[src/rtl/sdram_sched_pkg.sv]
// Shared types for the SDRAM port scheduler: FSM states, client index, strobe bundle.
// Pure declarations; no latency or backpressure of its own.
// Client count is fixed at four in this release.
package sdram_sched_pkg;

    localparam int NCLI = 4;

    typedef logic [1:0] cli_idx_t;

    typedef enum logic [2:0] {
        IDLE,
        ARB,
        ISSUE,
        ACKW,
        DONEW,
        GAP
    } sched_state_t;

    typedef struct packed {
        logic rd;
        logic wrl;
        logic wrh;
    } strobe_t;

endpackage

[src/rtl/sdram_rr_arb.sv]
// Four-way combinational grant with a registered last_grant pointer (reset to 3).
// Zero-latency grant; the pointer only moves when the scheduler takes the grant (advance).
// Build option: SDRAM_SCHED_FIXED_PRIO_EN selects fixed priority, client 0 highest.
module sdram_rr_arb
    import sdram_sched_pkg::*;
(
    input  logic            clk,
    input  logic            reset,
    input  logic [NCLI-1:0] req,
    input  logic            advance,
    output cli_idx_t        grant,
    output logic            grant_vld
);

    cli_idx_t last_grant;
    cli_idx_t idx;

    always_comb begin
        grant     = '0;
        idx       = '0;
        grant_vld = |req;
`ifdef SDRAM_SCHED_FIXED_PRIO_EN
        for (int i = NCLI - 1; i >= 0; i--) begin
            idx = cli_idx_t'(i);
            if (req[idx]) grant = idx;
        end
`else
        // Walk from farthest to nearest so the client right after last_grant wins.
        for (int i = NCLI; i >= 1; i--) begin
            idx = last_grant + cli_idx_t'(i);
            if (req[idx]) grant = idx;
        end
`endif
    end

    always_ff @(posedge clk) begin
        if (reset)
            last_grant <= cli_idx_t'(3);
        else if (advance)
            last_grant <= grant;
    end

endmodule

[src/rtl/sdram_port_sched.sv]
// Schedules four level-request clients onto one edge-strobed SDRAM controller port.
// Latency: cl_req rise to cl_rdy = 4 + controller busy cycles; one transaction in flight.
// Backpressure: clients hold cl_req until their cl_rdy pulse. Option: SDRAM_SCHED_FIXED_PRIO_EN.
module sdram_port_sched #(
    parameter int ACK_TMO = 15,
    parameter int NCLI    = 4
) (
    input  logic                  clk,
    input  logic                  reset,
    input  logic [NCLI-1:0]       cl_req,
    input  logic [NCLI-1:0]       cl_we,
    input  logic [NCLI-1:0][1:0]  cl_be,
    input  logic [NCLI-1:0][23:0] cl_addr,
    input  logic [NCLI-1:0][15:0] cl_din,
    output logic [15:0]           cl_dout,
    output logic [NCLI-1:0]       cl_rdy,
    output logic [23:0]           mem_addr,
    output logic [15:0]           mem_din,
    output logic                  mem_rd,
    output logic                  mem_wrl,
    output logic                  mem_wrh,
    input  logic [15:0]           mem_dout,
    input  logic                  mem_busy,
    output logic                  tmo_err
);

    import sdram_sched_pkg::*;

    localparam int            TW       = $clog2(ACK_TMO + 1);
    localparam logic [TW-1:0] TMO_LAST = TW'(ACK_TMO - 1);

    sched_state_t    state, state_nxt;
    strobe_t         strb, strb_new;
    cli_idx_t        grant, gnt_q;
    logic            gnt_vld, arb_adv, rdy_set, rd_done, tmo_hit;
    logic            we_q;
    logic [1:0]      be_q;
    logic [TW-1:0]   tmo_cnt;
    logic [NCLI-1:0] req_eff;

    // A client whose completion is pulsing this cycle still shows its request.
    assign req_eff = cl_req & ~cl_rdy;

    assign mem_rd  = strb.rd;
    assign mem_wrl = strb.wrl;
    assign mem_wrh = strb.wrh;

    sdram_rr_arb u_arb (
        .clk       (clk),
        .reset     (reset),
        .req       (req_eff),
        .advance   (arb_adv),
        .grant     (grant),
        .grant_vld (gnt_vld)
    );

    always_comb begin
        strb_new     = '0;
        strb_new.rd  = ~cl_we[grant];
        strb_new.wrl = cl_we[grant] & cl_be[grant][0];
        strb_new.wrh = cl_we[grant] & cl_be[grant][1];
    end

    always_comb begin
        state_nxt = state;
        arb_adv   = 1'b0;
        rdy_set   = 1'b0;
        rd_done   = 1'b0;
        tmo_hit   = 1'b0;
        case (state)
            IDLE:  if (|req_eff) state_nxt = ARB;
            ARB: begin
                if (gnt_vld) begin
                    arb_adv   = 1'b1;
                    state_nxt = ISSUE;
                end else begin
                    state_nxt = IDLE;
                end
            end
            ISSUE: begin
                // A write with no byte lanes has nothing to send to the controller.
                if (we_q && be_q == 2'b00) begin
                    rdy_set   = 1'b1;
                    state_nxt = GAP;
                end else begin
                    state_nxt = ACKW;
                end
            end
            ACKW: begin
                if (mem_busy) begin
                    state_nxt = DONEW;
                end else if (tmo_cnt == TMO_LAST) begin
                    tmo_hit   = 1'b1;
                    rdy_set   = 1'b1;
                    state_nxt = GAP;
                end
            end
            DONEW: begin
                if (!mem_busy) begin
                    rdy_set   = 1'b1;
                    rd_done   = ~we_q;
                    state_nxt = GAP;
                end
            end
            GAP:     state_nxt = IDLE;
            default: state_nxt = IDLE;
        endcase
    end

    always_ff @(posedge clk) begin
        if (reset)
            state <= IDLE;
        else
            state <= state_nxt;
    end

    always_ff @(posedge clk) begin
        if (reset) begin
            strb     <= '0;
            gnt_q    <= '0;
            we_q     <= 1'b0;
            be_q     <= 2'b00;
            mem_addr <= '0;
            mem_din  <= '0;
            cl_rdy   <= '0;
            cl_dout  <= '0;
            tmo_err  <= 1'b0;
            tmo_cnt  <= '0;
        end else begin
            cl_rdy <= '0;
            if (arb_adv) begin
                gnt_q    <= grant;
                we_q     <= cl_we[grant];
                be_q     <= cl_be[grant];
                mem_addr <= cl_addr[grant];
                mem_din  <= cl_din[grant];
                strb     <= strb_new;
            end else if (state_nxt != ISSUE && state_nxt != ACKW) begin
                strb <= '0;
            end
            if (rdy_set)
                cl_rdy[gnt_q] <= 1'b1;
            if (tmo_hit) begin
                cl_dout <= 16'hFFFF;
                tmo_err <= 1'b1;
            end else if (rd_done) begin
                cl_dout <= mem_dout;
            end
            tmo_cnt <= (state == ACKW) ? tmo_cnt + 1'b1 : '0;
        end
    end

endmodule

[config.mk]
export PLATFORM = sky130hd
export DESIGN_NAME = sdram_port_sched
export DESIGN_NICKNAME = d
export VERILOG_FILES = /design/src/rtl/sdram_sched_pkg.sv /design/src/rtl/sdram_rr_arb.sv /design/src/rtl/sdram_port_sched.sv
export SDC_FILE = /design/constraint.sdc
export NUM_CORES = 1
export LEC_CHECK = 0
export CORE_MARGIN = 2
export CORE_UTILIZATION = 39
export CTS_CLUSTER_SIZE = 30
export DETAILED_ROUTE_END_ITERATION = 10
export PLACE_DENSITY = 0.85
export RECOVER_POWER = 100
export SETUP_SLACK_MARGIN = 0.2
export SYNTH_ARGS = -nofsm -noshare
export SYNTH_HDL_FRONTEND = slang
export SYNTH_SLANG_ARGS = --single-unit
[constraint.sdc]
create_clock -name clk -period 3.63 [get_ports clk]
set_clock_uncertainty 0.2 [all_clocks]
set_input_delay 0.726 -clock clk [delete_from_list [all_inputs] [get_ports clk]]
set_output_delay 0.726 -clock clk [all_outputs]
set_load 0.005 [all_outputs]
; ---- Word-level counts from Yosys, hierarchy flattened
; Cells that the tools add are included.
[totals]
regBits = 78
latchBits = 0
mem_bits_rw = 0
rom_bits = 0
inputBits = 195
output_inout_bits = 64
elab_cells = 93
n_memories = 0
[classes]
add_sub_neg = 4
multipliers = 0
n_div = 0
magnitude_cmp = 7
n_eq_ne = 7
n_shift = 0
n_mux = 43
bitwise_logic = 8
reduce_logical = 10
[op_table]
columns = operator, count
row1 = $bmux 24 s2, 1
row2 = $mux 16, 3
row3 = $bmux 16 s2, 1
row4 = $mux 24, 1
row5 = $mux 3, 7
row6 = $lt 2x3->1 const B, 6
row7 = $mux 1, 15
row8 = $pmux 3 s5, 1
row9 = $mux 2, 6
row10 = $bmux 1 s2, 5
row11 = $eq 3x2->1 const B, 2
row12 = $ne 3x2->1 const B, 2
row13 = $add 2x2->2 const B, 2
row14 = $add 4x1->4 const B, 1
row15 = $and 4x4->4, 1
row16 = $bmux 2 s2, 1
row17 = $eq 4x4->1 const B, 1
row18 = $not 1->1, 4
row19 = $not 4->4, 1
row20 = $reduce_bool 2->1, 2
row21 = $reduce_or 2->1, 2
row22 = $reduce_or 4->1, 1
row23 = $eq 3x1->1 const B, 1
row24 = $eq 3x3->1 const B, 1
row25 = 8 further kinds, 11

; ---- Depth between registers and ports, before layout
[logic_depth]
ltp_word = 12
depth_mapped = 8
mapped_depth_nobuf = 8

; ---- Modules after synthesis
; A second synthesis with hierarchy kept.
[hier_totals]
hier_cells = 409
hier_area_um2 = 4001.3
[by_module_without_submodules]
columns = mod, n_inst, cells_per_inst, area_each_um2, seq_area_each_um2
row1 = sdram_port_sched, 1, 386, 3814.9, 1521.5
row2 = sdram_rr_arb, 1, 23, 186.4, 40.0

; ---- Worst setup path after synthesis
; No wires, ideal clock.
[synth_timing]
path_type = input -> register
from = input cl_req[1]
to = register mem_addr[0]
setup_ps = 117
arrival_ps = 2296
t_required_ps = 3313
setup_slack_ps = 1018
stages = 6
path_buffers = 1
cell_sequence = or4b_1 o311a_2 nand2_8 buf_8 mux4_2 a22o_1
[synth_via]
elab_chain_len = 9
word_cells_on_any_way = 18
classes_between = 16 x mux / 1 x bitwise / 1 x reduce/logical
[synth_lines]
columns = element, line_no
row1 = "start, declared", sdram_port_sched.sv:10  ; input logic [NCLI-1:0] cl_req,
row2 = $and 4x4->4 (*), sdram_port_sched.sv:42  ; assign req_eff = cl_req & ~cl_rdy;
row3 = $bmux 1 s2, sdram_rr_arb.sv:31  ; if (req[idx]) grant = idx;
row4 = $mux 1 (implied by the code), sdram_rr_arb.sv:31
row5 = $mux 2 (4 in series), sdram_rr_arb.sv:31
row6 = $bmux 24 s2, sdram_port_sched.sv:135  ; mem_addr <= cl_addr[grant];
row7 = $mux 24 (implied by the code), sdram_port_sched.sv:135
row8 = "end signal, assigned", sdram_port_sched.sv:135
row9 = "end, declared", sdram_port_sched.sv:17  ; output logic [23:0] mem_addr,
; Every way passes the cells marked *; elsewhere a longest branch is shown, timed or not. The select of a mux whose other input is x is not followed.
; A chain may end at the register's enable or synchronous reset.

; ---- Worst setup path in the final report
[layout_timing]
from = input cl_req[1]
to = register mem_addr[18]
; Same word-level chain as after synthesis.

==> reports/qor.yml <==
cells_and_area:
  synthToLayoutAreaGrowth_pct: 75.1
  final_area_um2: 6840
  layout_commonest_cell: "clkdlybuf4s50_1"
  layout.cells.non_filler: 707
  layout_common_cells: "clkdlybuf4s50_1 (192), dfxtp_1 (78), dlygate4sd3_1 (66)"
  drive_gt1_frac: 0.127
  final_core_util: 0.703
  final_net_count: 765
setup_path:
  worstSetupStartpointType: "primary input"
  cp-end-kind: "register"
  reg2reg_depth: 6
  crit_required_ns: 3.68
  worst-path-max-fanout: 32
  critical_path.slowest_cell: "nand2_1"
  r2r_start: "cl_rdy[1]"
  cp_num_buf_inv: 2
  cp-startpoint: "cl_req[1]"
  worstSetupPathType: "in -> reg"
  r2r_slack_ns: 0.91
  max_stage_delay_ns: 0.51
  worst_path_dominant_cell_family: "buffers and inverters"
  worst-path-stages: 7
  cp-endpoint: "mem_addr[18]"
  crit_arrival_ns: 3.19
  crit_chain: "clkdlybuf4s50_1 -> and2b_1 -> o221ai_1 -> nand2_1 -> buf_12 -> mux4_2 -> a22o_1"
  worst_r2r_endpoint: "mem_addr[18]"
clock_tree:
  htreeDepth: 3
  tritoncts: "done"
  clk_pin_slew_ns: 0.08
  clk_latency_ns: 0.35
  numCtsBuffers: 9
  max-clock-path-buffers: 2
  post_cts_buffers: 0
  clock-root-buffer: "clkbuf_8"
  clock-sinks: 78
  hold_buffers: 0
  ctsResizeCount: 0
synth:
  yosysTopAreaCell: "dfxtp_1"
  synth.distinct_cells: 53
  yosysTopAreaCellShare: 0.399
  synth_edf_count: 0
  netlist_area_um2: 3910
  syn_inst: 312
  yosys-top-cells-area: "dfxtp_1 (40%), mux4_2 (23%), a22o_1 (9.0%), mux2i_1 (4.9%), a21oi_1 (2.8%)"
  ys_seq_elements: 78
  async_flop_share: 0
  yosysSeqAreaShare: 0.399
  synth_nets: 509
  syn_avg_cell_area_um2: 12.5
  yosysWarnings: 0
  synth_ff_type: "dfxtp_1"
route:
  routed_via_density: 5.44
  drtPass1Iterations: 4
  via_count: 3847
  drtAntennaViolNets: 0
  detail_route.wl_per_cell_um: 21.1
  drt_iter0_drc: 141
  routed_wl_mm: 14.9
  drc: 0
sta:
  finalHoldViolCount: 0
  fin_crit_ns: 3.14
  max_freq_ghz: 0.319
  rsz0062_at_grt: "no"
  fin_crit_sh: 0.865
  whs_ns: 0.257
  final.setup.tns_ns: 0
  worstMarginPinSlew_ns: 1.27
  finalSetupViolations: 0
  maxSlewHeadroom: 0.154
  maxSlewViolCount: 0
floorplan:
  placement_rows: 36
  core_um2: 9730
  die-width_um: 104
  design.portCount: 259
  initial_utilization: 0.402
  die_y_um: 104
  die_area_um2: 10800
global_route:
  antenna_found_initial: 1
  grt_pass1_vias: 3973
  grt_max_degree: 41
  grt_pass1_wl_mm: 22.6
  grt_overflow_total: 0
  met3_usage: 0.102
  grtUsageMet1: 0.288
  grt_usage: 0.270
  busiest_layer: "met2"
  grt_use_met2: 0.466
hold_path:
  hold_path.class: "reg -> reg"
  holdPathStages: 2
  hold_start: "tmo_err"
pwr:
  p_leak_nw: 2.68
  power.density_nw_per_um2: 368
  seqPwrFrac: 0.390
  p_sw_frac: 0.266
  p_sw_mw: 0.671
  internal-power_mw: 1.85
  clock_power_share: 0.291
  power_frac_comb: 0.319
  ir_drop_mv: 0.187
job:
  drv_cap: 0
place:
  port_buffers: 258
  gp_congestion: 0.888
  place_area_um2: 6640
  dp.cells: 690
  place_hpwl_mm: 11.9
status:
  status: "finished clean"
[per-layer routing]
metal	vias up	routed length, um
met5	-	0
met4	0	735
met3	50	1530
met2	191	7570
met1	1856	5080
li1	1750	-
[power by group through the flow]
stage,sequential (mW),combinational [mW],clock [mW]
2_1_floorplan,0.997,0.415,0
3_3_place_gp,1.00,0.807,0
3_5_place_dp,1.00,0.831,0
4_1_cts,0.985,0.835,0.743
5_1_grt,0.993,0.852,0.779
6_report,0.983,0.804,0.733
[registers in the layout, indices dropped and copies added (netlist names)]
name,count
mem_wrl,1
tmo_cnt,4
cl_rdy,4
mem_wrh,1
tmo_err,1
gnt_q,2
mem_addr,24
be_q,2
we_q,1
u_arb.last_grant,2
state,3
mem_din,16
cl_dout,16
mem_rd,1
[worst reg2reg max path, cell delays in order, from the launching register on]
cell	delay [ns]
dfxtp_1	0.36
and2b_1	0.25
o221ai_1	0.38
nand2_1	0.51
buf_12	0.36
mux4_2	0.32
a22o_1	0.24
[worst min-delay path by stage]
stage                  to
3_3_place_gp      tmo_err
6_report          tmo_err
4_1_cts           tmo_err
5_1_grt           be_q[1]
2_1_floorplan  tmo_cnt[0]
3_5_place_dp      tmo_err
[cell usage after synthesis (all sizes together), types with 2 or more instances]
library cell	number
nand3	4
and3b	2
mux2i	19
inv	6
nand2	13
a22o	40
clkbuf	12
a32o	2
nor3	2
and3	3
mux4	40
nand2b	3
and2b	2
o21ai	4
a21boi	2
buf	11
o221ai	2
nor2b	2
or4b	2
nor3b	2
a21oi	22
dfxtp	78
and2	2
nor2	16
ha	2
[layout make-up]
cell class	count	area, um2
tap	133	166
inverter	6	22.5
timing repair buffer	268	2700
sequential	78	1560
clock inverter	6	85.1
clock buffer	10	138
antenna	1	2.50
fill	729	2890
multi-input combinational	205	2160
[kinds of logic (layout without fill, tap and decap cells)]
group | after synthesis | after routing | share of synthesized area
simple gates | 56 | 56 | 0.0861
mux | 60 | 60 | 0.282
fa+ha+maj | 2 | 2 | 0.00640
compound gates | 85 | 85 | 0.176
other cells | 0 | 1 | 0
xor+xnor | 2 | 2 | 0.00448
flops | 78 | 78 | 0.399
buf+inv | 29 | 290 | 0.0451
[metrics by stage]
stage	total power [mW]	setup slack [ns]
6_report	2.52	0.492
5_1_grt	2.62	0.400
4_1_cts	2.56	0.682
3_5_place_dp	1.84	0.307
3_3_place_gp	1.81	0.377
2_1_floorplan	1.41	1.02
No activity file was read; power rests on OpenSTA's default activity.
